**src/rtl/systolic_scheduler.sv**
```systemverilog
// systolic_scheduler: sequences weight/input BRAM reads into a systolic MAC array.
// Ports: clk, rst (sync, active-high); start/clear_all/cfg_len run control;
//   weight_bram_* and input_bram_* read ports (one-cycle latency);
//   mac_w_data/mac_x_data (pass-through), mac_valid, mac_clear to the array;
//   busy, done, perf_cycles status.
// Optional: define SCHED_PERF_CNT_EN to build the busy-cycle counter behind perf_cycles.
module systolic_scheduler #(
    parameter int N_MACS = 4,
    parameter int LEN_W  = 9
) (
    input  logic             clk,
    input  logic             rst,
    input  logic             start,
    input  logic             clear_all,
    input  logic [LEN_W-1:0] cfg_len,
    output logic             weight_bram_en,
    output logic [10:0]      weight_bram_addr,
    input  logic [63:0]      weight_bram_dout,
    output logic             input_bram_en,
    output logic [LEN_W-1:0] input_bram_addr,
    input  logic [15:0]      input_bram_dout,
    output logic [63:0]      mac_w_data,
    output logic [15:0]      mac_x_data,
    output logic             mac_valid,
    output logic             mac_clear,
    output logic             busy,
    output logic             done,
    output logic [15:0]      perf_cycles
);
    localparam int D_W = $clog2(N_MACS + 1);

    typedef enum logic [2:0] {IDLE, CLEAR, STREAM, DRAIN, FIN} state_t;

    state_t           state;
    logic [LEN_W-1:0] len;
    logic [LEN_W-1:0] step;
    logic [D_W-1:0]   dcnt;
    logic             en;
    logic             abort;
    logic             fin;

    assign weight_bram_en   = en;
    assign input_bram_en    = en;
    assign weight_bram_addr = 11'(step);
    assign input_bram_addr  = step;
    assign mac_w_data       = weight_bram_dout;
    assign mac_x_data       = input_bram_dout;

    // busy mirrors CLEAR/STREAM/DRAIN, so it doubles as the "abortable" flag
    assign abort = clear_all && busy;
    // last busy cycle of a run that completes normally
    assign fin   = !clear_all && ((state == CLEAR && len == '0) ||
                                  (state == DRAIN && dcnt == D_W'(N_MACS - 1)));

    always_ff @(posedge clk) begin
        if (rst) begin
            state     <= IDLE;
            len       <= '0;
            step      <= '0;
            dcnt      <= '0;
            en        <= 1'b0;
            mac_valid <= 1'b0;
            mac_clear <= 1'b0;
            busy      <= 1'b0;
            done      <= 1'b0;
        end else if (abort) begin
            state     <= IDLE;
            en        <= 1'b0;
            mac_valid <= 1'b0;
            mac_clear <= 1'b1;
            busy      <= 1'b0;
            done      <= 1'b0;
        end else begin
            // read data arrives one cycle after the enable
            mac_valid <= en;
            mac_clear <= 1'b0;
            done      <= 1'b0;
            case (state)
                IDLE: begin
                    if (clear_all) begin
                        mac_clear <= 1'b1;
                    end else if (start) begin
                        len       <= cfg_len;
                        state     <= CLEAR;
                        mac_clear <= 1'b1;
                        busy      <= 1'b1;
                    end
                end
                CLEAR: begin
                    if (fin) begin
                        state <= FIN;
                        busy  <= 1'b0;
                        done  <= 1'b1;
                    end else begin
                        state <= STREAM;
                        en    <= 1'b1;
                        step  <= '0;
                    end
                end
                STREAM: begin
                    if (step == len - LEN_W'(1)) begin
                        state <= DRAIN;
                        en    <= 1'b0;
                        dcnt  <= '0;
                    end else begin
                        step <= step + LEN_W'(1);
                    end
                end
                DRAIN: begin
                    if (fin) begin
                        state <= FIN;
                        busy  <= 1'b0;
                        done  <= 1'b1;
                    end else begin
                        dcnt <= dcnt + D_W'(1);
                    end
                end
                default: state <= IDLE;
            endcase
        end
    end

`ifdef SCHED_PERF_CNT_EN
    logic [15:0] cnt;
    logic [15:0] cnt_inc;

    assign cnt_inc = (cnt == 16'hFFFF) ? cnt : cnt + 16'd1;

    // cnt restarts whenever idle; perf_cycles only updates on a completed run
    always_ff @(posedge clk) begin
        if (rst) begin
            cnt         <= '0;
            perf_cycles <= '0;
        end else begin
            cnt <= busy ? cnt_inc : '0;
            if (fin) perf_cycles <= cnt_inc;
        end
    end
`else
    assign perf_cycles = '0;
`endif

endmodule
```
**config.mk**
```make
export PLATFORM = sky130hd
export DESIGN_NAME = systolic_scheduler
export DESIGN_NICKNAME = d
export VERILOG_FILES = /design/src/rtl/systolic_scheduler.sv
export SDC_FILE = /design/constraint.sdc
export NUM_CORES = 1
export LEC_CHECK = 0
export BUFFER_PORTS_ARGS = -buffer_cell sky130_fd_sc_hd__buf_2
export CORE_UTILIZATION = 30
export CTS_BUF_LIST = sky130_fd_sc_hd__clkbuf_16
export CTS_CLUSTER_SIZE = 16
export DETAILED_ROUTE_END_ITERATION = 16
export PLACE_DENSITY_LB_ADDON = 0.12
export SLEW_MARGIN = 20
export SYNTH_ARGS = -nofsm -noshare
export SYNTH_HDL_FRONTEND = slang
export SYNTH_SLANG_ARGS = --single-unit
```
**constraint.sdc**
```tcl
create_clock -name clk -period 2.65 [get_ports clk]
set_input_delay 0 -clock clk [delete_from_list [all_inputs] [get_ports clk]]
set_output_delay 0 -clock clk [all_outputs]
set_load 0.01 [all_outputs]
```
==> results of run 1 <==
==> per-layer routing <==
| metal | GRT usage (%) | up-vias | routed length, µm |
|---|---|---|---|
| met2 | 17.8 | 77 | 2250 |
| met5 | 0 | - | 0 |
| met1 | 18.0 | 805 | 2690 |
| met4 | 5.47 | 0 | 59 |
| li1 | - | 820 | - |
| met3 | 2.55 | 12 | 287 |
==> cell usage in the layout (no fill, tap or decap), types with 5 or more instances in the layout <==
cell type      count
xnor2_1           10
nor2_1            22
clkbuf_16          5
dfxtp_1           29
inv_1             10
nand3_1            6
dlygate4sd3_1     10
buf_2             36
or3_1              6
nand4_1            8
o31ai_1            5
conb_1            18
nand2_1           12
buf_4             12
a21oi_1            5
mux2i_1           13
==> stage by stage <==
step,area [µm²],setup TNS (ns),std cells
6_report,2320,0,365
5_1_grt,2320,-0.0269,365
4_1_cts,2300,0,365
3_5_place_dp,2060,0,347
3_3_place_gp,2060,0,347
2_1_floorplan,2530,0,315
==> worst max-delay path by stage <==
stage	from	to	cells after the start
5_1_grt	len[1]$_SDFFE_PP0P_	input_bram_addr[6]$_SDFFE_PP0P_	9
2_1_floorplan	len[0]$_SDFFE_PP0P_	input_bram_addr[6]$_SDFFE_PP0P_	11
3_3_place_gp	len[1]$_SDFFE_PP0P_	input_bram_addr[6]$_SDFFE_PP0P_	9
4_1_cts	len[1]$_SDFFE_PP0P_	input_bram_addr[6]$_SDFFE_PP0P_	9
6_report	len[1]$_SDFFE_PP0P_	input_bram_addr[6]$_SDFFE_PP0P_	9
3_5_place_dp	len[1]$_SDFFE_PP0P_	input_bram_addr[6]$_SDFFE_PP0P_	9
==> final cells by class <==
class | instances | share of cell area [%]
multi-input cells | 161 | 46.4
flip-flops and latches | 29 | 25.1
repair buffers | 58 | 16.0
well taps | 102 | 5.51
clock buffers | 5 | 5.40
inverters | 7 | 1.13
clock inverters | 3 | 0.486
==> worst register-to-register path, delay by kind of cell (launching register included) <==
| family | cells | cell delay, ns |
|---|---|---|
| AND/OR/NAND/NOR | 3 | 1.03 |
| AO/OA/AOI/OAI | 4 | 0.96 |
| flip-flops | 1 | 0.32 |
| adder cells (fa/ha/maj) | 1 | 0.15 |
| buffers and inverters | 1 | 0.06 |
==> what timing repair did <==
| action | in CTS | in global routing |
|---|---|---|
| gates resized for setup | 0 | 4 |
| hold endpoints to repair | 10 | 0 |
| endpoints found under the setup margin | 0 | 9 |
| hold buffers | 10 | 0 |
==> sequential cells by signal, summed over array words and instances (netlist names), 3 cells and up <==
| name | cells |
|---|---|
| dcnt | 3 |
| state | 3 |
| len | 9 |
| input_bram_addr | 9 |
==> report_power, final <==
group          total, µW  switching (µW)  leakage [µW]  internal, µW
Sequential           511            40.8      0.000236           470
Combinational        376             212      0.000757           164
Clock                520             184     0.0000776           337
Total               1410             437       0.00107           970
==> kinds of logic (layout without fill, tap and decap cells) <==
group,count (synthesis),after routing,share of synthesized area (%)
AOI/OAI and AO/OA,36,36,11.4
xor gates and xnor gates,12,12,4.27
adders and majority gates,4,4,2.03
buffers and inverters,125,73,36.1
DFF,29,29,23.6
muxes,13,13,5.28
other,1,18,0.152
and+or+nand+nor,78,78,17.2
==> run_results.csv, run 1 <==
group,metric,value,unit
critical_path,reg2reg_to,"input_bram_addr[6]$_SDFFE_PP0P_",
critical_path,critPathLaunchType,"flip-flop",
grt,grt_max_degree,19,
synth,yosysTopAreaCell,"buf_4",
timing,setup_viol,0,
clock_tree,cts_tree,"yes",
die,core,7850,µm²
timing,max_freq,0.390,GHz
synth,synthesis.instances,298,
detailed_routing,drc,0,
critical_path,slowest_stage,"or4b_4",
synth,synth_edf_count,0,
grt,grt_overflow,0,
flow_run,maxCapViolCount,0,
clock_tree,numCtsBuffers,5,
detailed_routing,finalWirelength,5280,µm
synth,yosysSeqAreaShare,23.6,%
synth,ys_seq_elements,29,
synth,synth_common_cells,"buf_4, dfxtp_1, nor2_1",
synth,synth_top_area_share,32.9,%
finish,insertedDiodeCount,0,
synth,synth_most_common_cell,"buf_4",
timing,layout_min_cycle_time,2.56,ns
power_and_ir_drop,ir_drop,0.000243,V
place,dp_hpwl,3930,µm
critical_path,cp.arrival,2.78,ns
clock_tree,clock_latency,0.27,ns
critical_path,end_kind,"flip-flop",
finish,register_area,581,µm²
timing,rsz0062_at_grt,"yes",
critical_path,critPathMaxStageDelay,0.47,ns
critical_path,criticalPathCategory,"flip-flop to flip-flop",
die,die_x,92.6,µm
synth,avgSynthCellArea,8.26,µm²
timing,skew,0.00341,ns
critical_path,crit_buf_inv,1,
place,place_congestion,0.748,
detailed_routing,drt-initial-drc-count,59,
timing,slew_violations,0,
timing,period_share,96.7,%
synth,synth_area,2460,µm²
timing,worst_pin_slew,0.647,ns
timing,holdWs,0.00000328,ns
clock_tree,cts_sinks,29,
critical_path,cp_data_required_time,2.86,ns
hold_path,hold_path.class,"input port to output pin",
place,port_buffers,36,
synth,yosys_warnings,0,
hold_path,hold_path_end,"mac_w_data[38]",
power_and_ir_drop,power_density,608,nW/µm²
die,die_y,92.6,µm
run_status,status,"completed",
place,pre_cts_ws,0.0431,ns
finish,drive_gt1_share,23.2,%
critical_path,r2r_cells,9,
detailed_routing,firstDrtPassIters,4,
die,start_util,31.4,%
synth,synth-main-ff-cell,"dfxtp_1",
grt,grt_first_pass_wirelength,8310,µm
grt,grt_usage,12.5,%
timing,hold_viol,0,
power_and_ir_drop,leakage,0.00107,µW
grt,grt_pass1_vias,1511,
detailed_routing,num_vias,1714,
die,die_area,8570,µm²
finish,multi_input_area,1070,µm²
timing,setup_slack,0.0864,ns
critical_path,path_max_fanout,10,
clock_tree,cts.clk_slew.worst_paths,0.05,ns
grt,antenna_found_initial,0,
critical_path,cp_top_family,"simple AND/OR/NAND/NOR gates",
critical_path,worstPathCellList,"inv_1, ha_1, or4b_4, or3_4, a2111oi_4, nand3_2, a21o_4, a311oi_2, a41o_1",
die,ios,215,
finish,fill_cells,879,
detailed_routing,wl_per_cell,14.5,µm
synth,synth.distinct_cells,49,
hold_path,hold_path_startpoint,"weight_bram_dout[38]",
finish,fin_util,29.5,%
clock_tree,clock_path_buffers,2,
critical_path,timing.rr.start,"len[1]$_SDFFE_PP0P_",
critical_path,r2r_slack,0.09,ns
power_and_ir_drop,p_total,1410,µW
finish,area_growth,-5.95,%
clock_tree,post_cts_buffers,0,
synth,synthTopCellsByArea,"buf_4, dfxtp_1, mux2i_1",
clock_tree,htreeDepth,2,
detailed_routing,via_per_inst,4.70,
synth,ys_async_sr_fraction,0,%
hold_path,hold_depth,0,
timing,relSlewSlack,56.7,%
die,rows,32,
clock_tree,root_buffer,"clkbuf_16",
detailed_routing,ant_nets,0,
finish,fin_nets,359,
Note: power is estimated with default switching activity, not from simulation.
==> run 2, diff against run 1 <==
Settings changed: HOLD_SLACK_MARGIN from default to 0.12, RECOVER_POWER from default to 25.
==> run 2 against run 1 <==
Via count up 21%. Total power rose by 9.8%. Final area rose by 35%. Die area did not move. Flip-flop and latch count unchanged. Sequential power about the same. Global-route usage rose by 0.90 points. Worst setup slack worse by 0.00072 ns. Critical path depth unchanged. Clock skew about the same.
==> run_results.csv, run 2 (same netlist as run 1, synthesis figures left out) <==
group,metric,value,unit
detailed_routing,num_vias,2069,
die,start_util,31.4,%
finish,area_growth,27.0,%
hold_path,hold_path.class,"input port to flip-flop",
finish,final_cell_mix,"dlygate4sd3_1, buf_2, dfxtp_1, nor2_1, conb_1",
grt,antenna_found_initial,0,
critical_path,timing.rr.start,"len[1]$_SDFFE_PP0P_",
timing,skew,0.00302,ns
clock_tree,clock_path_buffers,2,
place,port_buffers,36,
power_and_ir_drop,clockPowerShare,33.7,%
clock_tree,post_cts_buffers,0,
detailed_routing,finalWirelength,5990,µm
power_and_ir_drop,leakage,0.00141,µW
power_and_ir_drop,power_frac_seq,33.1,%
detailed_routing,drt-initial-drc-count,74,
finish,fin_cells,446,
die,die_x,92.6,µm
power_and_ir_drop,p_switching,491,µW
critical_path,end_kind,"flip-flop",
place,place_area,2060,µm²
die,die_area,8570,µm²
detailed_routing,drc,0,
critical_path,r2r_slack,0.09,ns
place,dp_cells,347,
critical_path,reg2reg_to,"input_bram_addr[6]$_SDFFE_PP0P_",
place,place_congestion,0.748,
die,die_y,92.6,µm
timing,layout_min_cycle_time,2.56,ns
grt,grt_usage,13.4,%
power_and_ir_drop,ir_drop,0.000240,V
run_status,status,"completed",
clock_tree,numCtsBuffers,5,
clock_tree,cts_sinks,29,
finish,fill_cells,814,
timing,setup_viol,0,
finish,final_area,3130,µm²
flow_run,maxCapViolCount,0,
power_and_ir_drop,p_total,1550,µW
grt,grt_pass1_vias,1736,
hold_path,hold_path_startpoint,"rst",
power_and_ir_drop,intPower,1050,µW
critical_path,r2r_cells,9,
timing,rsz0062_at_grt,"yes",
grt,grt_first_pass_wirelength,9030,µm
timing,relSlewSlack,56.6,%
finish,insertedDiodeCount,0,
detailed_routing,ant_nets,0,
place,pre_cts_ws,0.0431,ns
clock_tree,cts_tree,"yes",
die,ios,215,
critical_path,criticalPathCategory,"flip-flop to flip-flop",
finish,drive_gt1_share,17.7,%
die,core,7850,µm²
timing,period_share,96.8,%
timing,hold_viol,0,
clock_tree,cts.clk_slew.worst_paths,0.05,ns
detailed_routing,firstDrtPassIters,4,
power_and_ir_drop,p_sw_share,31.8,%
timing,worst_pin_slew,0.649,ns
place,dp_hpwl,3930,µm
timing,max_freq,0.390,GHz
die,rows,32,
hold_path,hold_depth,2,
critical_path,path_max_fanout,10,
critical_path,cp.arrival,2.78,ns
clock_tree,root_buffer,"clkbuf_16",
timing,setup_slack,0.0857,ns
finish,multi_input_area,1070,µm²
finish,register_area,581,µm²
timing,slew_violations,0,
power_and_ir_drop,power_density,494,nW/µm²
clock_tree,clock_latency,0.27,ns
critical_path,cp_data_required_time,2.86,ns
finish,fin_nets,440,
detailed_routing,via_per_inst,4.64,
finish,fin_util,39.8,%
grt,grt_max_degree,19,
hold_path,hold_path_end,"len[3]$_SDFFE_PP0P_",
critical_path,critPathLaunchType,"flip-flop",
detailed_routing,wl_per_cell,13.4,µm
finish,layout_commonest_cell,"dlygate4sd3_1",
power_and_ir_drop,comb_power_share,33.3,%
grt,grt_overflow,0,
clock_tree,htreeDepth,2,
-- run 2: cell count changes in the layout (fill, tap and decap cells not counted), sizes merged --
cell         previous run  this run
dlygate4sd3            10        91
-- run 2: worst max-delay path by stage --
stage	to	slack, ns	depth (start not counted)	startpoint
6_report	input_bram_addr[6]$_SDFFE_PP0P_	0.09	9	len[1]$_SDFFE_PP0P_
3_3_place_gp	input_bram_addr[6]$_SDFFE_PP0P_	0.07	9	len[1]$_SDFFE_PP0P_
2_1_floorplan	input_bram_addr[6]$_SDFFE_PP0P_	0.05	11	len[0]$_SDFFE_PP0P_
4_1_cts	input_bram_addr[6]$_SDFFE_PP0P_	0.04	9	len[1]$_SDFFE_PP0P_
3_5_place_dp	input_bram_addr[6]$_SDFFE_PP0P_	0.04	9	len[1]$_SDFFE_PP0P_
5_1_grt	input_bram_addr[6]$_SDFFE_PP0P_	-0.02	9	len[1]$_SDFFE_PP0P_
-- run 2: final cells by class --
| class | instances | share of cell area (%) |
|---|---|---|
| multi-input combinational | 161 | 34.4 |
| clock buffer | 5 | 4.00 |
| timing repair buffer | 139 | 37.8 |
| sequential | 29 | 18.6 |
| inverter | 7 | 0.840 |
| tap | 102 | 4.08 |
| clock inverter | 3 | 0.360 |
-- run 2: per-layer routing --
layer / GRT usage, % / part of all wire (%) / up-vias
met4: 3.91 / 0.63 / 0
met1: 19.0 / 47 / 957
li1: - / - / 981
met3: 1.72 / 5.9 / 2
met2: 21.2 / 46 / 129
met5: 0 / 0 / -
-- run 2: power by group through the flow --
| stage | clock network [µW] | registers, µW | logic, µW |
|---|---|---|---|
| finish | 520 | 511 | 514 |
| global route | 563 | 517 | 564 |
| floorplan | 0 | 512 | 407 |
| global placement | 0 | 521 | 364 |
| CTS | 540 | 511 | 513 |
| detailed placement | 0 | 520 | 362 |
-- run 2: through the flow --
| step | hold WS, ns | TNS [ns] |
|---|---|---|
| global route | 0.149 | -0.0256 |
| detailed placement | 0.0000686 | 0 |
| finish | 0.144 | 0 |
| global placement | 0.0000686 | 0 |
| floorplan | 0.0918 | 0 |
| CTS | 0.132 | 0 |
-- run 2: critical path: stages (launching register included) --
cell,delay (ns)
dfxtp_1,0.32
inv_1,0.06
ha_1,0.15
or4b_4,0.47
or3_4,0.39
a2111oi_4,0.34
nand3_2,0.16
a21o_4,0.26
a311oi_2,0.24
a41o_1,0.12
-- run 2: repair_timing --
item / in CTS / in global routing
gates resized for setup: 0 / 4
hold buffers: 91 / 0
endpoints found under the hold margin: 90 / 0
setup endpoints to repair: 0 / 9
